`src/rtl/sdc_defs_pkg.sv`:
```
// SD-controller register map, event status bit positions and COMMAND field layout.
// Shared by the Wishbone register model and sd_fsm.
package sdc_defs_pkg;

   localparam logic [7:0] SDC_ARGUMENT          = 8'h00;
   localparam logic [7:0] SDC_COMMAND           = 8'h04;
   localparam logic [7:0] SDC_RESPONSE_0        = 8'h08;
   localparam logic [7:0] SDC_RESPONSE_1        = 8'h0C;
   localparam logic [7:0] SDC_RESPONSE_2        = 8'h10;
   localparam logic [7:0] SDC_RESPONSE_3        = 8'h14;
   localparam logic [7:0] SDC_DATA_TIMEOUT      = 8'h18;
   localparam logic [7:0] SDC_CONTROL           = 8'h1C;
   localparam logic [7:0] SDC_CMD_TIMEOUT       = 8'h20;
   localparam logic [7:0] SDC_CLOCK_DIVIDER     = 8'h24;
   localparam logic [7:0] SDC_SOFT_RESET        = 8'h28;
   localparam logic [7:0] SDC_VOLTAGE           = 8'h2C;
   localparam logic [7:0] SDC_CAPABILITIES      = 8'h30;
   localparam logic [7:0] SDC_CMD_EVENT_STATUS  = 8'h34;
   localparam logic [7:0] SDC_CMD_EVENT_ENABLE  = 8'h38;
   localparam logic [7:0] SDC_DATA_EVENT_STATUS = 8'h3C;
   localparam logic [7:0] SDC_DATA_EVENT_ENABLE = 8'h40;
   localparam logic [7:0] SDC_BLOCK_SIZE        = 8'h44;
   localparam logic [7:0] SDC_BLOCK_COUNT       = 8'h48;
   localparam logic [7:0] SDC_DATA_XFER_ADDRESS = 8'h60;

   localparam int CMD_INDEX_LSB   = 7;
   localparam int CMD_INDEX_MSB   = 12;
   localparam int CMD_XFER_LSB    = 4;
   localparam int CMD_XFER_MSB    = 5;
   localparam int MMC_RSP_PRESENT = 0;
   localparam int MMC_RSP_136     = 1;
   localparam int MMC_RSP_CRC     = 2;
   localparam int MMC_RSP_BUSY    = 3;

   localparam int INT_CMD_CC   = 0;
   localparam int INT_CMD_EI   = 1;
   localparam int INT_CMD_CTE  = 2;
   localparam int INT_CMD_CCRC = 3;
   localparam int INT_CMD_CIE  = 4;
   localparam int INT_DATA_CC  = 0;
   localparam int INT_DATA_EI  = 1;

   localparam logic [31:0] MASK_32 = 32'hFFFF_FFFF;
   localparam logic [31:0] MASK_24 = 32'h00FF_FFFF;
   localparam logic [31:0] MASK_16 = 32'h0000_FFFF;
   localparam logic [31:0] MASK_13 = 32'h0000_1FFF;
   localparam logic [31:0] MASK_12 = 32'h0000_0FFF;
   localparam logic [31:0] MASK_8  = 32'h0000_00FF;
   localparam logic [31:0] MASK_5  = 32'h0000_001F;
   localparam logic [31:0] MASK_1  = 32'h0000_0001;

   typedef enum logic [1:0] {
      ENG_IDLE = 2'd0,
      ENG_BUSY = 2'd1,
      ENG_DONE = 2'd2
   } eng_state_e;

   function automatic logic [31:0] reg_write(input logic [31:0] old_v, input logic [31:0] wdat,
                                             input logic [3:0] sel, input logic [31:0] mask);
      logic [31:0] merged;
      for (int b = 0; b < 4; b++) begin
         merged[8*b +: 8] = sel[b] ? wdat[8*b +: 8] : old_v[8*b +: 8];
      end
      return merged & mask;
   endfunction

endpackage

```
`src/rtl/sdc_cmd_engine.sv`:
```
// Timed command engine: samples the command at launch, counts CMD_LATENCY cycles,
// then presents a one-cycle completion strobe with the modelled result.
module sdc_cmd_engine
   import sdc_defs_pkg::*;
#(
   parameter logic [15:0] CMD_LATENCY = 16'd64,
   parameter logic [31:0] RSP_PATTERN = 32'h0000_0900
) (
   input  logic        clk,
   input  logic        rst_n,
   input  logic        soft_rst_i,
   input  logic        launch_i,
   input  logic [31:0] arg_i,
   input  logic [5:0]  index_i,
   input  logic [1:0]  xfer_i,
   input  logic [1:0]  rsp_i,
   input  logic [23:0] cmd_timeout_i,
   output logic        busy_o,
   output logic        done_o,
   output logic        timeout_o,
   output logic        set_resp0_o,
   output logic        set_resp_long_o,
   output logic        data_evt_o,
   output logic [31:0] resp0_o,
   output logic [31:0] resp1_o
);
   localparam logic [23:0] LATENCY_24 = {8'd0, CMD_LATENCY};

   eng_state_e  state_q, state_d;
   logic [15:0] cnt_q, cnt_d;
   logic [31:0] arg_q, arg_d;
   logic [5:0]  index_q, index_d;
   logic [1:0]  xfer_q, xfer_d;
   logic [1:0]  rsp_q, rsp_d;

   // The counter reaches zero on the edge that enters DONE, so completion lands at launch + CMD_LATENCY.
   always_comb begin
      state_d = state_q;
      cnt_d   = cnt_q;
      arg_d   = arg_q;
      index_d = index_q;
      xfer_d  = xfer_q;
      rsp_d   = rsp_q;
      if (soft_rst_i) begin
         state_d = ENG_IDLE;
      end else begin
         case (state_q)
            ENG_IDLE: begin
               if (launch_i) begin
                  state_d = ENG_BUSY;
                  cnt_d   = CMD_LATENCY - 16'd1;
                  arg_d   = arg_i;
                  index_d = index_i;
                  xfer_d  = xfer_i;
                  rsp_d   = rsp_i;
               end else begin
                  state_d = ENG_IDLE;
               end
            end
            ENG_BUSY: begin
               cnt_d   = cnt_q - 16'd1;
               state_d = (cnt_q == 16'd1) ? ENG_DONE : ENG_BUSY;
            end
            ENG_DONE: state_d = ENG_IDLE;
            default:  state_d = ENG_IDLE;
         endcase
      end
   end

   always_comb begin
      busy_o          = (state_q != ENG_IDLE);
      done_o          = (state_q == ENG_DONE) && !soft_rst_i;
      timeout_o       = rsp_q[MMC_RSP_PRESENT] && (cmd_timeout_i < LATENCY_24);
      set_resp0_o     = rsp_q[MMC_RSP_PRESENT] && !timeout_o;
      set_resp_long_o = rsp_q[MMC_RSP_136] && !timeout_o;
      data_evt_o      = (xfer_q != 2'd0);
      resp0_o         = RSP_PATTERN ^ arg_q;
      resp1_o         = {26'd0, index_q};
   end

   always_ff @(posedge clk) begin
      if (!rst_n) begin
         state_q <= ENG_IDLE;
         cnt_q   <= 16'd0;
         arg_q   <= 32'd0;
         index_q <= 6'd0;
         xfer_q  <= 2'd0;
         rsp_q   <= 2'd0;
      end else begin
         state_q <= state_d;
         cnt_q   <= cnt_d;
         arg_q   <= arg_d;
         index_q <= index_d;
         xfer_q  <= xfer_d;
         rsp_q   <= rsp_d;
      end
   end

endmodule

```
`src/rtl/sdc_wb_regs.sv`:
```
// Wishbone classic responder modelling the SD-controller register map, command engine
// and event/IRQ status, so sd_fsm can run without a real card.
module sdc_wb_regs
   import sdc_defs_pkg::*;
#(
   parameter logic [15:0] CMD_LATENCY   = 16'd64,
   parameter logic [31:0] RSP_PATTERN   = 32'h0000_0900,
   parameter logic [31:0] VOLTAGE_VALUE = 32'd3300,
   parameter logic [31:0] CAPS_VALUE    = 32'd0
) (
   input  logic        wb_clk_i,
   input  logic        wb_rst_n_i,
   input  logic [7:0]  wb_adr_i,
   input  logic [31:0] wb_dat_i,
   output logic [31:0] wb_dat_o,
   input  logic [3:0]  wb_sel_i,
   input  logic        wb_we_i,
   input  logic        wb_cyc_i,
   input  logic        wb_stb_i,
   output logic        wb_ack_o,
   output logic        cmd_busy_o,
   output logic        int_cmd_o,
   output logic        int_data_o
);
   logic        ack_q, ack_d, dat_sel_s;
   logic [31:0] dat_q, dat_d, rdata_s;
   logic        req_s, wr_s, launch_s, cmd_clr_s, data_clr_s;
   logic [31:0] argument_q, argument_d, command_q, command_d, data_timeout_q, data_timeout_d;
   logic [31:0] control_q, control_d, cmd_timeout_q, cmd_timeout_d, clock_div_q, clock_div_d;
   logic [31:0] soft_reset_q, soft_reset_d, cmd_enable_q, cmd_enable_d, data_enable_q, data_enable_d;
   logic [31:0] block_size_q, block_size_d, block_count_q, block_count_d, xfer_addr_q, xfer_addr_d;
   logic [31:0] resp0_q, resp0_d, resp1_q, resp1_d, resp2_q, resp2_d, resp3_q, resp3_d;
   logic [4:0]  cmd_status_q, cmd_status_d, data_status_q, data_status_d;
   logic        int_cmd_q, int_cmd_d, int_data_q, int_data_d;
   logic        eng_busy_s, eng_done_s, eng_timeout_s, eng_set_resp0_s, eng_set_long_s, eng_data_evt_s;
   logic [31:0] eng_resp0_s, eng_resp1_s;

   // Bus handshake and config register writes; status registers are only cleared, never written.
   always_comb begin
      req_s          = wb_cyc_i && wb_stb_i && !ack_q;
      wr_s           = req_s && wb_we_i;
      ack_d          = req_s;
      argument_d     = argument_q;
      command_d      = command_q;
      data_timeout_d = data_timeout_q;
      control_d      = control_q;
      cmd_timeout_d  = cmd_timeout_q;
      clock_div_d    = clock_div_q;
      soft_reset_d   = soft_reset_q;
      cmd_enable_d   = cmd_enable_q;
      data_enable_d  = data_enable_q;
      block_size_d   = block_size_q;
      block_count_d  = block_count_q;
      xfer_addr_d    = xfer_addr_q;
      cmd_clr_s      = 1'b0;
      data_clr_s     = 1'b0;
      if (wr_s) begin
         case (wb_adr_i)
            SDC_ARGUMENT:          argument_d     = reg_write(argument_q, wb_dat_i, wb_sel_i, MASK_32);
            SDC_COMMAND:           command_d      = reg_write(command_q, wb_dat_i, wb_sel_i, MASK_13);
            SDC_DATA_TIMEOUT:      data_timeout_d = reg_write(data_timeout_q, wb_dat_i, wb_sel_i, MASK_24);
            SDC_CONTROL:           control_d      = reg_write(control_q, wb_dat_i, wb_sel_i, MASK_1);
            SDC_CMD_TIMEOUT:       cmd_timeout_d  = reg_write(cmd_timeout_q, wb_dat_i, wb_sel_i, MASK_24);
            SDC_CLOCK_DIVIDER:     clock_div_d    = reg_write(clock_div_q, wb_dat_i, wb_sel_i, MASK_8);
            SDC_SOFT_RESET:        soft_reset_d   = reg_write(soft_reset_q, wb_dat_i, wb_sel_i, MASK_1);
            SDC_CMD_EVENT_ENABLE:  cmd_enable_d   = reg_write(cmd_enable_q, wb_dat_i, wb_sel_i, MASK_5);
            SDC_DATA_EVENT_ENABLE: data_enable_d  = reg_write(data_enable_q, wb_dat_i, wb_sel_i, MASK_5);
            SDC_BLOCK_SIZE:        block_size_d   = reg_write(block_size_q, wb_dat_i, wb_sel_i, MASK_12);
            SDC_BLOCK_COUNT:       block_count_d  = reg_write(block_count_q, wb_dat_i, wb_sel_i, MASK_16);
            SDC_DATA_XFER_ADDRESS: xfer_addr_d    = reg_write(xfer_addr_q, wb_dat_i, wb_sel_i, MASK_32);
            SDC_CMD_EVENT_STATUS:  cmd_clr_s      = 1'b1;
            SDC_DATA_EVENT_STATUS: data_clr_s     = 1'b1;
            default:               argument_d     = argument_q;
         endcase
      end else begin
         argument_d = argument_q;
      end
      launch_s = wr_s && (wb_adr_i == SDC_COMMAND) && !soft_reset_q[0];
   end

   always_comb begin
      case (wb_adr_i)
         SDC_ARGUMENT:          rdata_s = argument_q;
         SDC_COMMAND:           rdata_s = command_q;
         SDC_RESPONSE_0:        rdata_s = resp0_q;
         SDC_RESPONSE_1:        rdata_s = resp1_q;
         SDC_RESPONSE_2:        rdata_s = resp2_q;
         SDC_RESPONSE_3:        rdata_s = resp3_q;
         SDC_DATA_TIMEOUT:      rdata_s = data_timeout_q;
         SDC_CONTROL:           rdata_s = control_q;
         SDC_CMD_TIMEOUT:       rdata_s = cmd_timeout_q;
         SDC_CLOCK_DIVIDER:     rdata_s = clock_div_q;
         SDC_SOFT_RESET:        rdata_s = soft_reset_q;
         SDC_VOLTAGE:           rdata_s = VOLTAGE_VALUE;
         SDC_CAPABILITIES:      rdata_s = CAPS_VALUE;
         SDC_CMD_EVENT_STATUS:  rdata_s = {27'd0, cmd_status_q};
         SDC_CMD_EVENT_ENABLE:  rdata_s = cmd_enable_q;
         SDC_DATA_EVENT_STATUS: rdata_s = {27'd0, data_status_q};
         SDC_DATA_EVENT_ENABLE: rdata_s = data_enable_q;
         SDC_BLOCK_SIZE:        rdata_s = block_size_q;
         SDC_BLOCK_COUNT:       rdata_s = block_count_q;
         SDC_DATA_XFER_ADDRESS: rdata_s = xfer_addr_q;
         default:               rdata_s = 32'd0;
      endcase
      dat_sel_s = req_s;
      dat_d     = dat_sel_s ? rdata_s : 32'd0;
   end

   sdc_cmd_engine #(
      .CMD_LATENCY (CMD_LATENCY),
      .RSP_PATTERN (RSP_PATTERN)
   ) u_engine (
      .clk             (wb_clk_i),
      .rst_n           (wb_rst_n_i),
      .soft_rst_i      (soft_reset_q[0]),
      .launch_i        (launch_s),
      .arg_i           (argument_q),
      .index_i         (command_d[CMD_INDEX_MSB:CMD_INDEX_LSB]),
      .xfer_i          (command_d[CMD_XFER_MSB:CMD_XFER_LSB]),
      .rsp_i           (command_d[MMC_RSP_136:MMC_RSP_PRESENT]),
      .cmd_timeout_i   (cmd_timeout_q[23:0]),
      .busy_o          (eng_busy_s),
      .done_o          (eng_done_s),
      .timeout_o       (eng_timeout_s),
      .set_resp0_o     (eng_set_resp0_s),
      .set_resp_long_o (eng_set_long_s),
      .data_evt_o      (eng_data_evt_s),
      .resp0_o         (eng_resp0_s),
      .resp1_o         (eng_resp1_s)
   );

   // A completion posted on the same edge as a status clear survives the clear.
   always_comb begin
      cmd_status_d  = cmd_clr_s ? 5'd0 : cmd_status_q;
      data_status_d = data_clr_s ? 5'd0 : data_status_q;
      resp0_d       = resp0_q;
      resp1_d       = resp1_q;
      resp2_d       = resp2_q;
      resp3_d       = resp3_q;
      if (soft_reset_q[0]) begin
         cmd_status_d  = 5'd0;
         data_status_d = 5'd0;
      end else if (eng_done_s) begin
         if (eng_timeout_s) begin
            cmd_status_d[INT_CMD_EI]  = 1'b1;
            cmd_status_d[INT_CMD_CTE] = 1'b1;
         end else begin
            cmd_status_d[INT_CMD_CC] = 1'b1;
         end
         data_status_d[INT_DATA_EI] = data_status_d[INT_DATA_EI] | eng_data_evt_s;
         resp0_d = eng_set_resp0_s ? eng_resp0_s : resp0_q;
         resp1_d = eng_set_long_s ? eng_resp1_s : resp1_q;
         resp2_d = eng_set_long_s ? 32'd0 : resp2_q;
         resp3_d = eng_set_long_s ? 32'd0 : resp3_q;
      end else begin
         resp0_d = resp0_q;
      end
      int_cmd_d  = |(cmd_status_d & cmd_enable_d[4:0]);
      int_data_d = |(data_status_d & data_enable_d[4:0]);
   end

   always_ff @(posedge wb_clk_i) begin
      if (!wb_rst_n_i) begin
         ack_q <= 1'b0;          dat_q <= 32'd0;
         argument_q <= 32'd0;    command_q <= 32'd0;     data_timeout_q <= 32'd0;
         control_q <= 32'd0;     cmd_timeout_q <= 32'd0; clock_div_q <= 32'd0;
         soft_reset_q <= 32'd0;  cmd_enable_q <= 32'd0;  data_enable_q <= 32'd0;
         block_size_q <= 32'd0;  block_count_q <= 32'd0; xfer_addr_q <= 32'd0;
         resp0_q <= 32'd0;       resp1_q <= 32'd0;       resp2_q <= 32'd0;       resp3_q <= 32'd0;
         cmd_status_q <= 5'd0;   data_status_q <= 5'd0;  int_cmd_q <= 1'b0;      int_data_q <= 1'b0;
      end else begin
         ack_q <= ack_d;              dat_q <= dat_d;
         argument_q <= argument_d;    command_q <= command_d;       data_timeout_q <= data_timeout_d;
         control_q <= control_d;      cmd_timeout_q <= cmd_timeout_d; clock_div_q <= clock_div_d;
         soft_reset_q <= soft_reset_d; cmd_enable_q <= cmd_enable_d; data_enable_q <= data_enable_d;
         block_size_q <= block_size_d; block_count_q <= block_count_d; xfer_addr_q <= xfer_addr_d;
         resp0_q <= resp0_d;          resp1_q <= resp1_d;           resp2_q <= resp2_d;  resp3_q <= resp3_d;
         cmd_status_q <= cmd_status_d; data_status_q <= data_status_d;
         int_cmd_q <= int_cmd_d;      int_data_q <= int_data_d;
      end
   end

   assign wb_ack_o   = ack_q;
   assign wb_dat_o   = dat_q;
   assign cmd_busy_o = eng_busy_s;
   assign int_cmd_o  = int_cmd_q;
   assign int_data_o = int_data_q;

endmodule

```
`config.mk`:
```
export PLATFORM = sky130hd
export DESIGN_NAME = sdc_wb_regs
export DESIGN_NICKNAME = d
export VERILOG_FILES = /design/src/rtl/sdc_defs_pkg.sv /design/src/rtl/sdc_cmd_engine.sv /design/src/rtl/sdc_wb_regs.sv
export SDC_FILE = /design/constraint.sdc
export NUM_CORES = 1
export LEC_CHECK = 0
export ABC_AREA = 1
export BUFFER_PORTS_ARGS = -buffer_cell sky130_fd_sc_hd__buf_2
export CORE_ASPECT_RATIO = 2
export CORE_UTILIZATION = 27
export CTS_CLUSTER_DIAMETER = 50
export DETAILED_ROUTE_END_ITERATION = 16
export PLACE_DENSITY_LB_ADDON = 0.3
export SETUP_SLACK_MARGIN = 0.4
export SKIP_CTS_REPAIR_TIMING = 1
export SLEW_MARGIN = 20
export SYNTH_ARGS = -nofsm -noshare
export SYNTH_HDL_FRONTEND = slang
export SYNTH_SLANG_ARGS = --single-unit
```
`constraint.sdc`:
```
create_clock -name wb_clk_i -period 3.3 [get_ports wb_clk_i]
set_input_delay 0.33 -clock wb_clk_i [delete_from_list [all_inputs] [get_ports wb_clk_i]]
set_output_delay 0.33 -clock wb_clk_i [all_outputs]
set_load 0.01 [all_outputs]
```
Word level (Yosys, flattened, before mapping). Index checks and enable logic that the tools add are counted.

Register bits after elaboration: 316. Output and inout port bits: 36.

Add/sub/neg operators: 1. $lt $le $gt $ge: 1. Equal/unequal tests: 20. Multiplexer cells: 31. Bitwise operators: 6. Reductions and logical operators: 47.

Operator list (count): 32-bit case mux with 17 select lines (1); 3-bit AND reduction (26); 8-bit by 6-bit equality test with 1-bit output, second input constant (7); 5-bit two-way mux (9); 8-bit by 7-bit equality test with 1-bit output, second input constant (4); 16-bit case mux with 2 select lines (1); 13-bit two-way mux (2); 24-bit by 7-bit less-than comparator with 1-bit output, second input constant (1); 16-bit by 1-bit equality test with 1-bit output, second input constant (1); 8-bit by 4-bit equality test with 1-bit output, second input constant (2); 8-bit by 5-bit equality test with 1-bit output, second input constant (2); 16-bit two-way mux (1); 16-bit by 1-bit subtractor with 16-bit output, second input constant (1); 5-bit AND (2); 5-bit OR reduction (2); 1-bit logical AND (9); 1-bit two-way mux (9); 3-bit two-way mux (3); 8-bit by 3-bit equality test with 1-bit output, second input constant (1); 8-bit zero test (1); 8-bit two-way mux (1); 2-bit two-way mux (3); 2-bit nonzero test (3); 2-bit case mux with 2 select lines (1); 10 further kinds (13).

Depth between registers and ports, before layout. Gate-level depths: netlist of the first run.

Depth after elaboration: 10. Mapped depth: 12. Depth with buffers taken out: 12.

Modules after synthesis. From an unflattened synthesis of the first run, not the netlist that was laid out.

Cells, all modules: 1881. Area total of the unflattened synthesis: 14592.7 um2.

By module, submodules not included: sdc_wb_regs (times used 1, cells an instance 1536, area each 11720.0 um2, seq. area each 5645.4 um2); sdc_cmd_engine (times used 1, cells an instance 345, area each 2872.8 um2, seq. area each 1201.2 um2).

Worst setup path before layout of the first run. Ideal clock, no wire load.

Path kind: reg-to-reg. From: register u_engine.state_q[1]. To: register u_engine.index_q[1]. Library setup time: 0.115 ns. Arrival: 1.424 ns. Required time: 3.185 ns. Path slack: 1.761 ns. Stages on the path, launching flop included: 8. Buffers on the path: 2. Period minus slack after synthesis: 1.539 ns. Cells stage by stage: dfxtp_1 -> or2_2 -> nor3_2 -> nand2_2 -> buf_2 -> buf_2 -> o21ai_0 -> inv_1.

Cells in the longest elaborated chain, start to end: 2.

RTL lines: start, declared (RTL line sdc_cmd_engine.sv:29) `eng_state_e state_q, state_d;`; start signal, assigned (RTL line sdc_cmd_engine.sv:90) `state_q <= state_d;`; 2-bit zero test (RTL line sdc_cmd_engine.sv:47) `case (state_q)`; 3-bit AND reduction (no source line); end signal, assigned (RTL line sdc_cmd_engine.sv:93) `index_q <= index_d;`; end, declared (RTL line sdc_cmd_engine.sv:32) `logic [5:0] index_q, index_d;`.

Every way passes these cells. A chain may end at the register's enable or synchronous reset.

Final worst setup path of the first run.
From: register ack_q (netlist: wb_ack_o). To: register u_engine.cnt_q[13].

Cells in the longest elaborated chain, start to end: 7.

RTL lines: start, declared (RTL line sdc_wb_regs.sv:25) `logic ack_q, ack_d, dat_sel_s;`; start signal, assigned (RTL line sdc_wb_regs.sv:172) `ack_q <= ack_d; dat_q <= dat_d;`; 1-bit zero test (RTL line sdc_wb_regs.sv:40) `req_s = wb_cyc_i && wb_stb_i && !ack_q;`; 1-bit logical AND (RTL line sdc_wb_regs.sv:40); 1-bit logical AND (RTL line sdc_wb_regs.sv:41) `wr_s = req_s && wb_we_i;`; 1-bit logical AND (2 in a row) (RTL line sdc_wb_regs.sv:78) `launch_s = wr_s && (wb_adr_i == SDC_COMMAND) && !soft_reset_q[0];`; 2-bit inequality test (no source line); 3-bit AND reduction (no source line); end signal, assigned (RTL line sdc_cmd_engine.sv:91) `cnt_q <= cnt_d;`; end, declared (RTL line sdc_cmd_engine.sv:30) `logic [15:0] cnt_q, cnt_d;`.

Every way passes these cells.

==> key figures, run 1 <==
Timing
  – Shortest clock period the worst path allows after layout: about 2.3 ns
  – Endpoints failing hold: 0
  – Setup repair after global routing missed its margin: no
  – TNS Setup: 0 ns
  – Maximum clock skew at final layout: ~0.017 ns
  – Post-Route Hold Slack: 0.0119 ns
  – Peak clock frequency supported by timing: between 400 and 500 MHz
  – Worst relative slew slack: 0.370
  – Transition at the pin with the smallest max-transition slack: 0.944 ns
  – Max Transition Viols Final: 0
  – Period Utilization, post-route: 0.712
  – Setup violation total in the final timing report: 0

Worst setup path
  – Endpoint kind of the worst setup timing path: flop
  – Arrival time of the worst setup path: 2.82 ns
  – Number of cells on the worst reg-to-reg path: 8
  – Worst path cell trace: inv_1 > nand4_2 > nor3_2 > nand2_2 > nand2_2 > nand3_1 > o21ai_0 > nor2_1
  – Data required time at the worst endpoint: between 3 and 4 ns
  – Kind of cell adding the most delay to the critical path: simple AND/OR/NAND/NOR gates
  – Source of the worst register-to-register timing path: wb_ack_o
  – Startpoint-to-endpoint class of the critical path: reg2reg
  – Slowest cell on the critical path: sky130_fd_sc_hd__nand2_2
  – Cell count along the critical path: 8
  – Critical register-to-register path endpoint: u_engine.cnt_q[13]
  – Largest fanout of any net on the critical path: 30
  – Crit path largest cell delay: 0.46 ns
  – Cell type with the highest occurrence count on the critical path: sky130_fd_sc_hd__nand2_2
  – Kind of start point of the critical path: flop
  – Count of buffering cells on the critical path with inverters included: 1
  – R2R setup slack: 0.95 ns

Clocking
  – Clock tree from TritonCTS: built
  – Root buf cell: sky130_fd_sc_hd__clkbuf_16
  – H-tree level count: 1
  – Number of buffers created by CTS: 30
  – Number of buffers between clock root and the deepest sink: 3
  – Clock-pin slew of the registers on the worst-case setup and hold paths: 0.07 ns
  – Clock network latency to the later pin of the worst-skew pair: approximately 0.57 ns
  – Clock net sink count: 316

Power and ir drop
  – Maximum resistive drop on vdd: between 0.3 and 0.4 mV
  – Cell leakage power: 0.00616 uW
  – Power density relative to cell area: 512 mW/mm^2
  – Overall power after layout: 7810 uW

Synthesis
  – Fraction of registers with async set/reset: 0
  – Number of instances in the synthesized netlist: 1,769
  – Most instantiated library cell after synthesis: sky130_fd_sc_hd__dfxtp_1
  – Commonest cells post-synth: sky130_fd_sc_hd__dfxtp_1, sky130_fd_sc_hd__nor2_1, sky130_fd_sc_hd__nand2_1
  – Post-Syn Area: 0.0133 mm^2
  – EDFF count, synth: 0
  – Synth Area per Inst: 7.49 um^2
  – Nets in the synthesized netlist: 1,820
  – Cell variety after synth: 46
  – Main synth FF type: sky130_fd_sc_hd__dfxtp_1
  – Sequential-to-total area share from yosys stat: 0.477
  – Cell type with the largest total area after synthesis: sky130_fd_sc_hd__dfxtp_1
  – Top post-synthesis cells by area: sky130_fd_sc_hd__dfxtp_1, sky130_fd_sc_hd__o21ai_0, sky130_fd_sc_hd__nor2_1, sky130_fd_sc_hd__nand2_1, sky130_fd_sc_hd__a21oi_1
  – Register bit total from synthesis: 316
  – Yosys warning count: 0
  – Area share of the largest cell type after synthesis: 0.477

GRT
  – Antenna violations before repair: 0
  – Wire length of the first global-routing pass: 68,200 um
  – Vias in the first global route: 11,768
  – Combined global-route utilization of all metal layers: 0.181
  – Largest net degree at the start of global routing: 91
  – Global-route congestion overflow total: 0

Min path
  – Worst Hold Class: in2reg
  – Hold Path Sink: argument_q[26]
  – Number of cells traversed by the worst hold path: 3
  – Critical hold path startpoint: wb_dat_i[26]

Routing
  – Wirelength, routed: around 45,000 um
  – Drt first-iter violations: 788
  – WL/cell: 17.9 um
  – Remaining design rule violation count: 0
  – Vias per Instance: 4.76
  – Drt first pass iters: 6
  – Total number of vias: around 12,000
  – Number of antenna-violating nets in the routed design: 0

Run
  – Max-capacitance violation count: 0

Cells and area
  – Count of inserted antenna diode cells: 0
  – Area growth from synthesis to final layout: 15.2%
  – Layout Nets: 1,875
  – Final cell count without fillers: 2,484
  – Ratio of cells with drive above 1 in the final layout: 0.128
  – Fill cells: 5,203
  – Sequential cell area: 0.00633 mm^2
  – Share of the core filled with cells: 0.316
  – Area used by multi-input combinational logic: 0.00578 mm^2

Floorplanning
  – Height of the die: 315 um
  – Top-level I/O count: 85
  – Area of the core region: 0.0484 mm^2
  – # rows: 114
  – Starting utilization of the core area: 0.274
  – DIE AREA: 0.0500 mm^2
  – Die extent in x: approximately 160 um

Run status
  – Result of the run: finished clean

Place
  – Port bufs: 84
  – GP Congestion: 0.837
  – Final HPWL from detailed placement: roughly 32,000 um
  – Cell total after placement: approximately 2,400
## kinds of logic (layout without fill, tap and decap cells)
group,Yosys count,count (layout),share of synthesized area
AND/OR/NAND/NOR,683,683,0.227
AO/OA/AOI/OAI,490,490,0.204
flip-flops,316,316,0.477
buffers and inverters,273,350,0.0874
XOR/XNOR,5,5,0.00330
adder cells (fa/ha/maj),2,2,0.00189
## per-layer routing
layer	wire, um	global-route usage
met5	0	0
met4	2900	0.116
met3	1640	0.0180
met2	23400	0.334
met1	16600	0.191
## layout make-up
| type | instances | area share |
|---|---|---|
| clock buffers | 42 | 0.0555 |
| inverters | 194 | 0.0478 |
| clock inverters | 12 | 0.0138 |
| multi-input cells | 1180 | 0.378 |
| repair buffers | 102 | 0.0382 |
| well taps | 638 | 0.0523 |
| flip-flops and latches | 316 | 0.414 |
## through the flow
step | worst slack, ns | area [um^2]
floorplan | 1.76 | 13300
global placement | 0.698 | 14200
detailed placement | 0.656 | 14200
CTS | 0.894 | 15300
global route | 0.775 | 15300
finish | 0.952 | 15300
## placed cells by master (no fill, tap or decap), types with 3 or more instances in the layout
| cell | n |
|---|---|
| sky130_fd_sc_hd__nor2_2 | 10 |
| sky130_fd_sc_hd__nor3_1 | 25 |
| sky130_fd_sc_hd__nor2_1 | 281 |
| sky130_fd_sc_hd__nand2_1 | 257 |
| sky130_fd_sc_hd__clkbuf_8 | 3 |
| sky130_fd_sc_hd__nor2_8 | 4 |
| sky130_fd_sc_hd__nand2_2 | 15 |
| sky130_fd_sc_hd__nand4_1 | 7 |
| sky130_fd_sc_hd__a21oi_1 | 163 |
| sky130_fd_sc_hd__nand3b_1 | 4 |
| sky130_fd_sc_hd__inv_2 | 23 |
| sky130_fd_sc_hd__o211ai_1 | 5 |
| sky130_fd_sc_hd__nand2_4 | 4 |
| sky130_fd_sc_hd__clkbuf_1 | 8 |
| sky130_fd_sc_hd__clkinv_2 | 4 |
| sky130_fd_sc_hd__a31oi_1 | 4 |
| sky130_fd_sc_hd__nor2_4 | 11 |
| sky130_fd_sc_hd__buf_2 | 83 |
| sky130_fd_sc_hd__a22o_1 | 7 |
| sky130_fd_sc_hd__a211oi_1 | 6 |
| sky130_fd_sc_hd__inv_1 | 168 |
| sky130_fd_sc_hd__a221oi_2 | 10 |
| sky130_fd_sc_hd__xor2_1 | 3 |
| sky130_fd_sc_hd__o21ai_0 | 255 |
| sky130_fd_sc_hd__buf_4 | 17 |
| sky130_fd_sc_hd__o21a_1 | 7 |
| sky130_fd_sc_hd__clkbuf_16 | 31 |
| sky130_fd_sc_hd__nand3_2 | 3 |
| sky130_fd_sc_hd__dfxtp_1 | 316 |
| sky130_fd_sc_hd__a221oi_1 | 14 |
| sky130_fd_sc_hd__nand3_1 | 55 |
| sky130_fd_sc_hd__bufinv_16 | 5 |
| sky130_fd_sc_hd__o21ai_1 | 11 |
## tightest hold or removal path, cell delays in order
cell	delay, ns
sky130_fd_sc_hd__buf_2	0.07
sky130_fd_sc_hd__inv_1	0.04
sky130_fd_sc_hd__a21oi_1	0.10
## power breakdown
part	switching, uW	internal, uW
combinational	178	56.5
sequential	0.972	3810
clock	1580	2190
total	1750	6060
## state kept, by name, summed over array words and instances, names as in the netlist, 6 cells and up
signal and flops:
u_engine.index_q 6, wb_dat_o 32, cmd_timeout_q 24, xfer_addr_q 32, command_q 13, block_size_q 12, clock_div_q 8, data_timeout_q 24
argument_q 32, u_engine.cnt_q 16, block_count_q 16, resp1_q 6, u_engine.arg_q 32, resp0_q 32
## worst max-delay path by stage
stage	start	to
finish	wb_ack_o	u_engine.cnt_q[13]
global route	wb_ack_o	u_engine.cnt_q[13]
CTS	wb_ack_o	u_engine.cnt_q[13]
detailed placement	wb_adr_i[1]	wb_dat_o[10]
global placement	wb_adr_i[1]	wb_dat_o[10]
floorplan	u_engine.state_q[1]	u_engine.index_q[1]
Power figures use the tool's default switching activity.
==> run 2: changes to the inputs <==
- ABC_AREA: 1 -> 0
- clock period: 3.3 -> 1.95 ns (I/O delays scaled with it)
==> key figures, run 2 <==
Run status
  – Result of the run: finished clean

Synthesis
  – Main synth FF type: sky130_fd_sc_hd__dfxtp_1
  – Cell type with the largest total area after synthesis: sky130_fd_sc_hd__dfxtp_1
  – Register bit total from synthesis: approximately 320
  – Fraction of registers with async set/reset: 0
  – Post-Syn Area: 0.0129 mm^2
  – Yosys warning count: 0
  – EDFF count, synth: 0
  – Synth Area per Inst: roughly 8.5 um^2
  – Top post-synthesis cells by area: sky130_fd_sc_hd__dfxtp_1, sky130_fd_sc_hd__nand2_1, sky130_fd_sc_hd__a21oi_1, sky130_fd_sc_hd__mux2i_1, sky130_fd_sc_hd__nor2_1
  – Commonest cells post-synth: sky130_fd_sc_hd__dfxtp_1, sky130_fd_sc_hd__nand2_1, sky130_fd_sc_hd__a21oi_1
  – Cell variety after synth: 70
  – Sequential-to-total area share from yosys stat: 0.489
  – Number of instances in the synthesized netlist: 1,522
  – Area share of the largest cell type after synthesis: 0.489
  – Nets in the synthesized netlist: 1,573

Cells and area
  – Layout Nets: around 1,800
  – Area growth from synthesis to final layout: 45.4%
  – Ratio of cells with drive above 1 in the final layout: 0.354
  – Final standard cell area without fillers: 0.0188 mm^2
  – Most common cell after layout, fill and taps aside: sky130_fd_sc_hd__dfxtp_1
  – Highest-count cells in the layout ignoring fill and taps: sky130_fd_sc_hd__dfxtp_1, sky130_fd_sc_hd__nand2_1, sky130_fd_sc_hd__a21oi_1, sky130_fd_sc_hd__buf_4, sky130_fd_sc_hd__nor2_1
  – Count of inserted antenna diode cells: 0
  – Share of the core filled with cells: 0.397

Timing
  – Maximum clock skew at final layout: 0.0375 ns
  – Min setup slack post-route: 0.0467 ns
  – Peak clock frequency supported by timing: 525 MHz
  – Endpoints failing hold: 0
  – Setup repair after global routing missed its margin: yes
  – Setup violation total in the final timing report: 0
  – Period Utilization, post-route: 0.976
  – Shortest clock period the worst path allows after layout: 1.90 ns
  – Worst relative slew slack: 0.403
  – Transition at the pin with the smallest max-transition slack: 0.896 ns
  – Max Transition Viols Final: 0

Worst setup path
  – Kind of cell adding the most delay to the critical path: simple AND/OR/NAND/NOR gates
  – Slowest cell on the critical path: sky130_fd_sc_hd__dfxtp_1
  – Worst path cell trace: nor4_2 > nand3_2 > buf_6 > o21bai_4 > buf_12 > buf_4 > mux2i_1 > nor2_1
  – Endpoint kind of the worst setup timing path: flop
  – Count of buffering cells on the critical path with inverters included: 3
  – Kind of start point of the critical path: flop
  – Crit path largest cell delay: approximately 0.37 ns
  – Startpoint-to-endpoint class of the critical path: reg2reg
  – Arrival time of the worst setup path: 2.28 ns
  – Data required time at the worst endpoint: 2.32 ns
  – Largest fanout of any net on the critical path: 6

Place
  – DP Area: ~0.015 mm^2
  – Port bufs: 84
  – Worst slack at placement: -0.201 ns
  – Final HPWL from detailed placement: around 35,000 um
  – GP Congestion: between 0.9 and 1

Clocking
  – Clock net sink count: around 320
  – Clock-pin slew of the registers on the worst-case setup and hold paths: 0.07 ns
  – Root buf cell: sky130_fd_sc_hd__clkbuf_16
  – H-tree level count: 2
  – Clock network latency to the later pin of the worst-skew pair: around 0.55 ns
  – Number of buffers between clock root and the deepest sink: 3
  – Number of buffers created by CTS: 34
  – Clock tree from TritonCTS: built

Routing
  – Number of antenna-violating nets in the routed design: 0
  – Total number of vias: 12,390
  – Remaining design rule violation count: 0
  – WL/cell: 21.2 um
  – Vias per Instance: 5.15
  – Wirelength, routed: 51,100 um
  – Drt first-iter violations: 703
  – Drt first pass iters: 5

Floorplanning
  – DIE AREA: 0.0489 mm^2
  – Height of the die: 312 um
  – Die extent in x: around 160 um
  – # rows: 113
  – Top-level I/O count: 85
  – Area of the core region: 0.0474 mm^2
  – Starting utilization of the core area: 0.273

Power and ir drop
  – Power density relative to cell area: 746 mW/mm^2
  – Cell leakage power: around 0.007 uW
  – Maximum resistive drop on vdd: between 0.6 and 0.7 mV

GRT
  – Antenna violations before repair: 1
  – Largest net degree at the start of global routing: 161
  – Global-route congestion overflow total: 0
  – Vias in the first global route: between 10,000 and 15,000
  – Combined global-route utilization of all metal layers: 0.196
  – Wire length of the first global-routing pass: a little over 70,000 um

Min path
  – Worst Hold Class: in2reg

Run
  – Max-capacitance violation count: 0
run 2: changes by cell type after synthesis, sizes merged, moves of 21 or more:
cell	before	now
nand3	60	88
o21ai	267	9
a22oi	0	38
nor2	306	131
inv	192	10
mux2i	0	83
a21oi	164	202
nand2	276	316
a221oi	24	3
clkbuf	36	75
run 2: layout make-up:
type	instances	area, um^2
clock inverter	15	205
fill	4698	28500
timing repair buffer	313	2960
tap	632	791
multi-input combinational	1075	7500
clock buffer	45	983
sequential	316	6330
inverter	10	45.0
run 2: final timing paths:
check / from / to / slack [ns] / depth (start not counted)
setup / recovery: cmd_timeout_q[12] / resp0_q[1] / 0.05 / 8
hold / removal: wb_dat_i[6] / xfer_addr_q[6] / 0.007 / 3
setup reg to reg: cmd_timeout_q[12] / resp0_q[1] / 0.05 / 8
hold reg to reg: u_engine.arg_q[7] / u_engine.arg_q[7] / 0.45 / 2
run 2: per-layer routing:
metal	share of wire	global-route usage
met3	0.038	0.0228
met5	0	0
met4	0.076	0.142
met1	0.34	0.197
met2	0.54	0.366
run 2: cells by family (layout without fill, tap and decap cells):
logic type | after synthesis | count (layout) | share of synthesized area
AND/OR/NAND/NOR | 631 | 632 | 0.221
XOR/XNOR | 11 | 11 | 0.00744
adder cells (fa/ha/maj) | 2 | 2 | 0.00193
AO/OA/AOI/OAI | 339 | 339 | 0.165
multiplexers | 91 | 91 | 0.0711
buffers and inverters | 132 | 383 | 0.0452
flip-flops | 316 | 316 | 0.489
run 2: worst register-to-register path: cells and delay by family (launching register included):
kind                   cells  cell delay, ns
AOI/OAI and AO/OA          1            0.15
muxes                      1            0.18
buffers and inverters      3            0.50
and+or+nand+nor            3            0.54
DFF                        1            0.37
run 2: where the power goes:
group          internal [uW]  switching (uW)
logic                    258             444
registers               6450            1.65
clock network           4000            2870
total                  10700            3320
run 2: through the flow:
| stage | hold slack (ns) | power, uW | cells | TNS [ns] |
|---|---|---|---|---|
| after floorplan | 0.317 | 6860 | 1522 | 0 |
| after global placement | 0.439 | 7140 | 2276 | -18.46 |
| after detailed placement | 0.443 | 7140 | 2276 | -17.45 |
| after CTS | -0.0965 | 14000 | 2336 | -3.22 |
| after global routing | 0.00370 | 14500 | 2406 | -0.0303 |
| final | 0.00684 | 14000 | 2406 | 0 |
